### src/rtl/multiplier_pkg.sv
// Shared types and sizing helpers for the shift-and-add multiplier.
package multiplier_pkg;

  typedef enum logic [1:0] {
    IDLE = 2'd0,
    RUN  = 2'd1,
    DONE = 2'd2
  } state_t;

  function automatic int product_width(input int word_length);
    return 2 * word_length;
  endfunction

endpackage

### src/rtl/mult_datapath.sv
// Operand shift registers, accumulator, adder and product register for the
// shift-and-add multiplier; sequencing comes from the controller above it.
module mult_datapath
  import multiplier_pkg::*;
#(
  parameter int WORD_LENGTH = 4
) (
  input  logic                                  clk,
  input  logic                                  reset,
  input  logic                                  load,
  input  logic                                  step,
  input  logic                                  last,
  input  logic                                  signed_op,
  input  logic [WORD_LENGTH-1:0]                data_in_a,
  input  logic [WORD_LENGTH-1:0]                data_in_b,
  output logic [product_width(WORD_LENGTH)-1:0] product
);

  localparam int PW = product_width(WORD_LENGTH);

  logic [PW-1:0]          mcand_reg;
  logic [WORD_LENGTH-1:0] mplier_reg;
  logic [PW-1:0]          acc_reg;
  logic [PW-1:0]          result_reg;
  logic                   negate_reg;

  logic [WORD_LENGTH-1:0] mag_a;
  logic [WORD_LENGTH-1:0] mag_b;
  logic [PW-1:0]          acc_sum;

  // Signed operands are reduced to magnitudes; the most negative value maps
  // onto itself, which read as unsigned is exactly its magnitude.
  always_comb begin
    mag_a = (signed_op && data_in_a[WORD_LENGTH-1]) ? -data_in_a : data_in_a;
    mag_b = (signed_op && data_in_b[WORD_LENGTH-1]) ? -data_in_b : data_in_b;
    acc_sum = mplier_reg[0] ? (acc_reg + mcand_reg) : acc_reg;
  end

  always_ff @(posedge clk) begin
    if (reset) begin
      mcand_reg  <= '0;
      mplier_reg <= '0;
      acc_reg    <= '0;
      result_reg <= '0;
      negate_reg <= 1'b0;
    end else if (load) begin
      mcand_reg  <= {{WORD_LENGTH{1'b0}}, mag_a};
      mplier_reg <= mag_b;
      acc_reg    <= '0;
      result_reg <= '0;
      negate_reg <= signed_op && (data_in_a[WORD_LENGTH-1] ^ data_in_b[WORD_LENGTH-1]);
    end else if (step) begin
      mcand_reg  <= {mcand_reg[PW-2:0], 1'b0};
      mplier_reg <= {1'b0, mplier_reg[WORD_LENGTH-1:1]};
      acc_reg    <= acc_sum;
      if (last) begin
        result_reg <= negate_reg ? -acc_sum : acc_sum;
      end
    end
  end

  assign product = result_reg;

endmodule

### src/rtl/shift_add_multiplier.sv
// Sequential shift-and-add multiplier: controller FSM and iteration counter.
// Define SIGNED_MODE_EN to add the signed_op port for two's-complement operands.
module shift_add_multiplier
  import multiplier_pkg::*;
#(
  parameter int WORD_LENGTH = 4
) (
  input  logic                                  clk,
  input  logic                                  reset,
  input  logic                                  start,
`ifdef SIGNED_MODE_EN
  input  logic                                  signed_op,
`endif
  input  logic [WORD_LENGTH-1:0]                data_in_a,
  input  logic [WORD_LENGTH-1:0]                data_in_b,
  output logic                                  busy,
  output logic                                  done,
  output logic [product_width(WORD_LENGTH)-1:0] data_out
);

  localparam int CW = $clog2(WORD_LENGTH + 1);

  state_t        state_reg, state_next;
  logic [CW-1:0] count_reg, count_next;
  logic          load;
  logic          step;
  logic          last;
  logic          op_signed;

`ifdef SIGNED_MODE_EN
  assign op_signed = signed_op;
`else
  assign op_signed = 1'b0;
`endif

  always_ff @(posedge clk) begin
    if (reset) begin
      state_reg <= IDLE;
      count_reg <= '0;
    end else begin
      state_reg <= state_next;
      count_reg <= count_next;
    end
  end

  always_comb begin
    state_next = state_reg;
    count_next = count_reg;
    load       = 1'b0;
    step       = 1'b0;
    last       = 1'b0;
    case (state_reg)
      IDLE, DONE: begin
        if (start) begin
          load       = 1'b1;
          count_next = CW'(WORD_LENGTH);
          state_next = RUN;
        end else begin
          state_next = IDLE;
        end
      end
      RUN: begin
        // Fixed WORD_LENGTH iterations regardless of operand values.
        step       = 1'b1;
        count_next = count_reg - CW'(1);
        if (count_reg == CW'(1)) begin
          last       = 1'b1;
          state_next = DONE;
        end
      end
      default: state_next = IDLE;
    endcase
  end

  assign busy = (state_reg == RUN);
  assign done = (state_reg == DONE);

  mult_datapath #(
    .WORD_LENGTH(WORD_LENGTH)
  ) u_datapath (
    .clk       (clk),
    .reset     (reset),
    .load      (load),
    .step      (step),
    .last      (last),
    .signed_op (op_signed),
    .data_in_a (data_in_a),
    .data_in_b (data_in_b),
    .product   (data_out)
  );

endmodule

### config.mk
export PLATFORM = sky130hd
export DESIGN_NAME = shift_add_multiplier
export DESIGN_NICKNAME = d
export VERILOG_FILES = /design/src/rtl/multiplier_pkg.sv /design/src/rtl/mult_datapath.sv /design/src/rtl/shift_add_multiplier.sv
export SDC_FILE = /design/constraint.sdc
export NUM_CORES = 1
export LEC_CHECK = 0
export CAP_MARGIN = 15
export CORE_AREA = 2 2 75 56
export DETAILED_ROUTE_END_ITERATION = 10
export DIE_AREA = 0 0 77 58
export PLACE_DENSITY = 0.73
export SLEW_MARGIN = 0
export SYNTH_ARGS = -nofsm -noshare
export SYNTH_HDL_FRONTEND = slang
export SYNTH_SLANG_ARGS = --single-unit
### constraint.sdc
create_clock -name clk -period 2.5 [get_ports clk]
set_clock_uncertainty 0.1 [all_clocks]
set_input_delay 0.25 -clock clk [delete_from_list [all_inputs] [get_ports clk]]
set_output_delay 0.25 -clock clk [all_outputs]
set_load 0.005 [all_outputs]
Word level (Yosys, flattened, before mapping)
Index checks and enable logic that the tools add are counted.
Cells by class
  mux-type cells: 15
  reduce and logical (&&, ||, !) cells: 7
  add/sub/neg operators: 2
  equal/unequal tests: 5
Operators by type and width (number)
  2-to-1 mux 4 bit: 4
  adder 8 bit: 1
  2-to-1 mux 8 bit: 1
  2-to-1 mux 1 bit: 6
  case mux 3 bit (2 select lines): 1
  case mux 2 bit (2 select lines): 1
  AND reduction 2 bit: 2
  nonzero test 2 bit: 2
  OR reduction 2 bit: 2
  == test 3 x 1 -> 1 bit, second input constant: 1
  2-to-1 mux 3 bit: 1
  subtractor 3 x 1 -> 3 bit, second input constant: 1
  == test 2 x 1 -> 1 bit, second input constant: 1
  == test 2 bit, second input constant: 1
  zero test 2 bit: 1
  2-to-1 mux 2 bit: 1
  != test 2 x 1 -> 1 bit, second input constant: 1
  != test 2 bit, second input constant: 1
Storage, ports and cells
  word-level logic and storage cells: 36
  input port bits: 11
  output and inout port bits: 10
  flip-flop bits (word level): 33

Depth between registers and ports, before layout
  word-level depth: 4
  mapped depth: 8
  mapped depth without buffers: 8

Hierarchy
Synthesis repeated with hierarchy kept, for this count alone.
Unflattened totals
  cell total of the unflattened synthesis: 256
  area total of the unflattened synthesis: 2148.3 µm²
Modules (own cells, without submodules)
  mult_datapath: sequential area each 580.6 µm², area an instance 1900.6 µm², cells an instance 226, instances 1
  shift_add_multiplier: sequential area each 100.1 µm², area an instance 247.7 µm², cells an instance 30, instances 1

Worst setup path before layout
No wires, ideal clock.
  kind: register -> register
  from: register u_datapath.acc_reg[0]
  to: register u_datapath.acc_reg[6]
  slack: 0.597 ns
  cell stages (with the launch flop): 9
  period minus slack after synthesis: 1.903 ns
  data arrival time: 1.679 ns
  cell sequence: dfxtp_1 ha_1 inv_1 fa_1 nor2b_1 o31ai_1 and4_1 nor4_1 nor3_1
Between the ends
  cells in the longest elaborated chain, start to end: 2
Ends and longest elaborated chain
  from (decl): line mult_datapath.sv:23  | logic [PW-1:0] acc_reg;
  from (signal assigned): line mult_datapath.sv:55  | acc_reg <= acc_sum;
  adder 8 bit: line mult_datapath.sv:36  | acc_sum = mplier_reg[0] ? (acc_reg + mcand_reg) : acc_reg;
  2-to-1 mux 8 bit: line mult_datapath.sv:36
No other way between the ends.
A chain may end at the register's enable or synchronous reset.

Worst setup path after layout
  from: register u_datapath.mcand_reg[0]
  to: register u_datapath.acc_reg[6]
Between the ends
  cells in the longest elaborated chain, start to end: 2
Ends and longest elaborated chain
  from (decl): line mult_datapath.sv:21  | logic [PW-1:0] mcand_reg;
  from (signal assigned): line mult_datapath.sv:47  | mcand_reg <= {{WORD_LENGTH{1'b0}}, mag_a};
  from (signal assigned): line mult_datapath.sv:53  | mcand_reg <= {mcand_reg[PW-2:0], 1'b0};
  adder 8 bit: line mult_datapath.sv:36
  2-to-1 mux 8 bit: line mult_datapath.sv:36
No other way between the ends.

==> results.toml <==
[outcome]
outcome = "complete, no violations"

[setup_path]
crit_required_ps = 2610
path_cells = "ha_1 -> inv_1 -> fa_1 -> nor2b_1 -> o31ai_1 -> a211oi_1 -> nor4_1 -> nor3_1"
startpoint_type = "register"
worstPathMaxFanout = 3
arrival_ps = 2160
crit_slowest_cell = "fa_1"
cp-end-kind = "register"
timing_worst_setup_path_type = "register to register"
slowest_delay_ps = 380

[floorplanning]
die_x_microns = 77
fp-row-count = 19
fp.dieH_microns = 58
start_util = 0.4377
io_pins = 21
die-area_sq_um = 4466
coreArea_sq_um = 3756

[finish]
diodes = 0
syn_to_final_growth_pct = 20.47
drive_gt1_frac = 0.09906
final_cells = 264
nFillCells = 379
final_core_util = 0.5273
nNetsFinal = 233

[clock_network]
path_clk_slew_ps = 60
cts-resized-gates = 0
cts_tree = "done"
clk_latency_ps = 290
cts_made_buffers = 5
post-cts-setup-buffers = 0
cts_root_buffer = "clkbuf_8"
cts_sinks = 33
htreeDepth = 2
cts.hold.buffers_added = 0
clock_path_buffers = 2

[sta]
slew_headroom = 0.7328
rsz0062_at_grt = "no"
fin_crit_ps = 2054
drv_slew = 0
tightest_slew_ps = 400.8
finalCritPeriodShare = 0.8215
hold_violations = 0
max_freq_mhz = 486.9
setup_viol = 0
totalNegativeSetupSlack_ps = 0

[logic_synthesis]
ys.flop_type = "dfxtp_1"
yosysSeqAreaShare = 0.4018
synth_area_leaders = "dfxtp_1 40%, ha_1 6.8%, nor2_1 5.9%, a211oi_1 4.6%, nand2_1 4.3%"
syn_area_sq_um = 1644
yosys.cell_types.count = 42
synth-seq-cells = 33
syn-num-nets = 209
synth_top_area_frac = 0.4018
ys.warnings.count = 0
async_reset_ff_frac = 0
synth_edf_count = 0
synth.avg_cell_area_sq_um = 8.745
syn_inst = 188
yosys.area.top_type = "dfxtp_1"

[grt]
grt.overflow.total = 0
grt_pass1_wl_microns = 6009
antenna_found_initial = 0
grt_pass1_vias = 1233
track_usage = 0.1784
grt_start_max_net_pins = 18

[placement]
portBuffers = 20
dp_hpwl_microns = 2625
place_inst = 257
place_congestion = 0.8949

[detailed_routing]
vias = 1393
wl_per_cell_microns = 13.70
wirelength_microns = 3617
viasPerCell = 5.277
drc = 0
detail-route-antenna-nets = 0
firstDrtPassIters = 4
drtIter0Drc = 72

[run]
max_cap_viol_count = 0

[worst_hold_path]
min_path_type = "register to register"

[power]
power_density_nw_per_um2 = 585.4
p_leak_uw = 0.0007527
vdd.ir_drop.worst_mv = 0.3818
[metrics by stage]
stage	total power (uW)	worst slack [ps]	area [sq um]	hold slack [ps]
after floorplan	708.2	596.6	1644	222.1
after global placement	761.0	509.1	1894	354.5
after detailed placement	763.3	453.1	1894	358.7
after CTS	1174	437.5	1981	367.7
after global routing	1223	258.4	1981	390.9
final	1159	446.3	1981	366.2
[kinds of logic after synthesis]
family | count (synthesis) | share of synthesized area
AO/OA/AOI/OAI | 46 | 0.2009
XOR/XNOR | 4 | 0.02131
adder cells (fa/ha/maj) | 10 | 0.08067
buffers and inverters | 18 | 0.05935
flip-flops | 33 | 0.4018
multiplexers | 7 | 0.04338
AND/OR/NAND/NOR | 70 | 0.1925
[cells in the final DEF (no fill, tap or decap), types with 2 or more instances in the layout]
master and count:
dfxtp_1 33, nor2_1 26, clkdlybuf4s50_1 20, nand2_1 19
a21oi_1 14, a211oi_1 10, nor3_1 9, ha_1 9
inv_1 7, buf_4 7, mux2i_1 6, clkbuf_8 6
nor2b_1 4, o22ai_1 4, nand2b_1 3, o21ai_0 3
o31ai_1 2, nor4_1 2, a211oi_2 2, xor2_1 2
nand3_1 2, a311oi_1 2, xnor2_1 2
[cell usage after synthesis (all sizes together) (2+ instances only)]
cell    instances
mux2i           6
xor2            2
nor2b           4
ha              9
nand3           2
nand2          19
a211oi         12
a311oi          2
a21oi          14
inv             8
dfxtp          33
nand2b          4
o22ai           4
nor2           27
nor3            9
o31ai           2
nor4            2
o21ai           4
xnor2           2
buf             9
[power breakdown]
part / switching (uW) / leakage [uW] / internal [uW] / total [uW]
Sequential: 17.3 / 0.000269 / 551 / 569
Clock: 187 / 0.0000443 / 218 / 405
Combinational: 105 / 0.000440 / 80.2 / 186
[area by class of cell]
cell class | count | area [sq um] | share of cell area
tap | 52 | 65.06 | 0.03285
sequential | 33 | 660.6 | 0.3335
timing repair buffer | 27 | 252.7 | 0.1276
inverter | 8 | 30.03 | 0.01516
clock buffer | 7 | 86.33 | 0.04359
multi-input combinational | 137 | 885.9 | 0.4473
[routing by layer]
layer | up-vias | GRT usage | routed length, microns
li1 | 708 | - | -
met2 | 38 | 0.2406 | 1376
met5 | - | 0 | 0
met1 | 640 | 0.2573 | 1936
met4 | 0 | 0.09949 | 80
met3 | 7 | 0.04829 | 223
[worst max-delay path, delay by kind of cell (launching register included)]
kind | cells | cell delay [ps]
compound gates | 2 | 380
fa+ha+maj | 2 | 590
buf+inv | 1 | 70
flops | 1 | 360
simple gates | 3 | 480
[final timing paths]
check	start	end	slack, ps	cells past startpoint
setup reg to reg	u_datapath.mcand_reg[0]$_SDFFE_PP0P_	u_datapath.acc_reg[6]$_SDFFE_PP0P_	450	8
hold / removal	u_datapath.product[1]$_SDFFE_PP0P_	u_datapath.product[1]$_SDFFE_PP0P_	370	2
hold reg to reg	u_datapath.product[1]$_SDFFE_PP0P_	u_datapath.product[1]$_SDFFE_PP0P_	370	2
setup / recovery	u_datapath.mcand_reg[0]$_SDFFE_PP0P_	u_datapath.acc_reg[6]$_SDFFE_PP0P_	450	8
No activity file was read; power rests on OpenSTA's default activity.
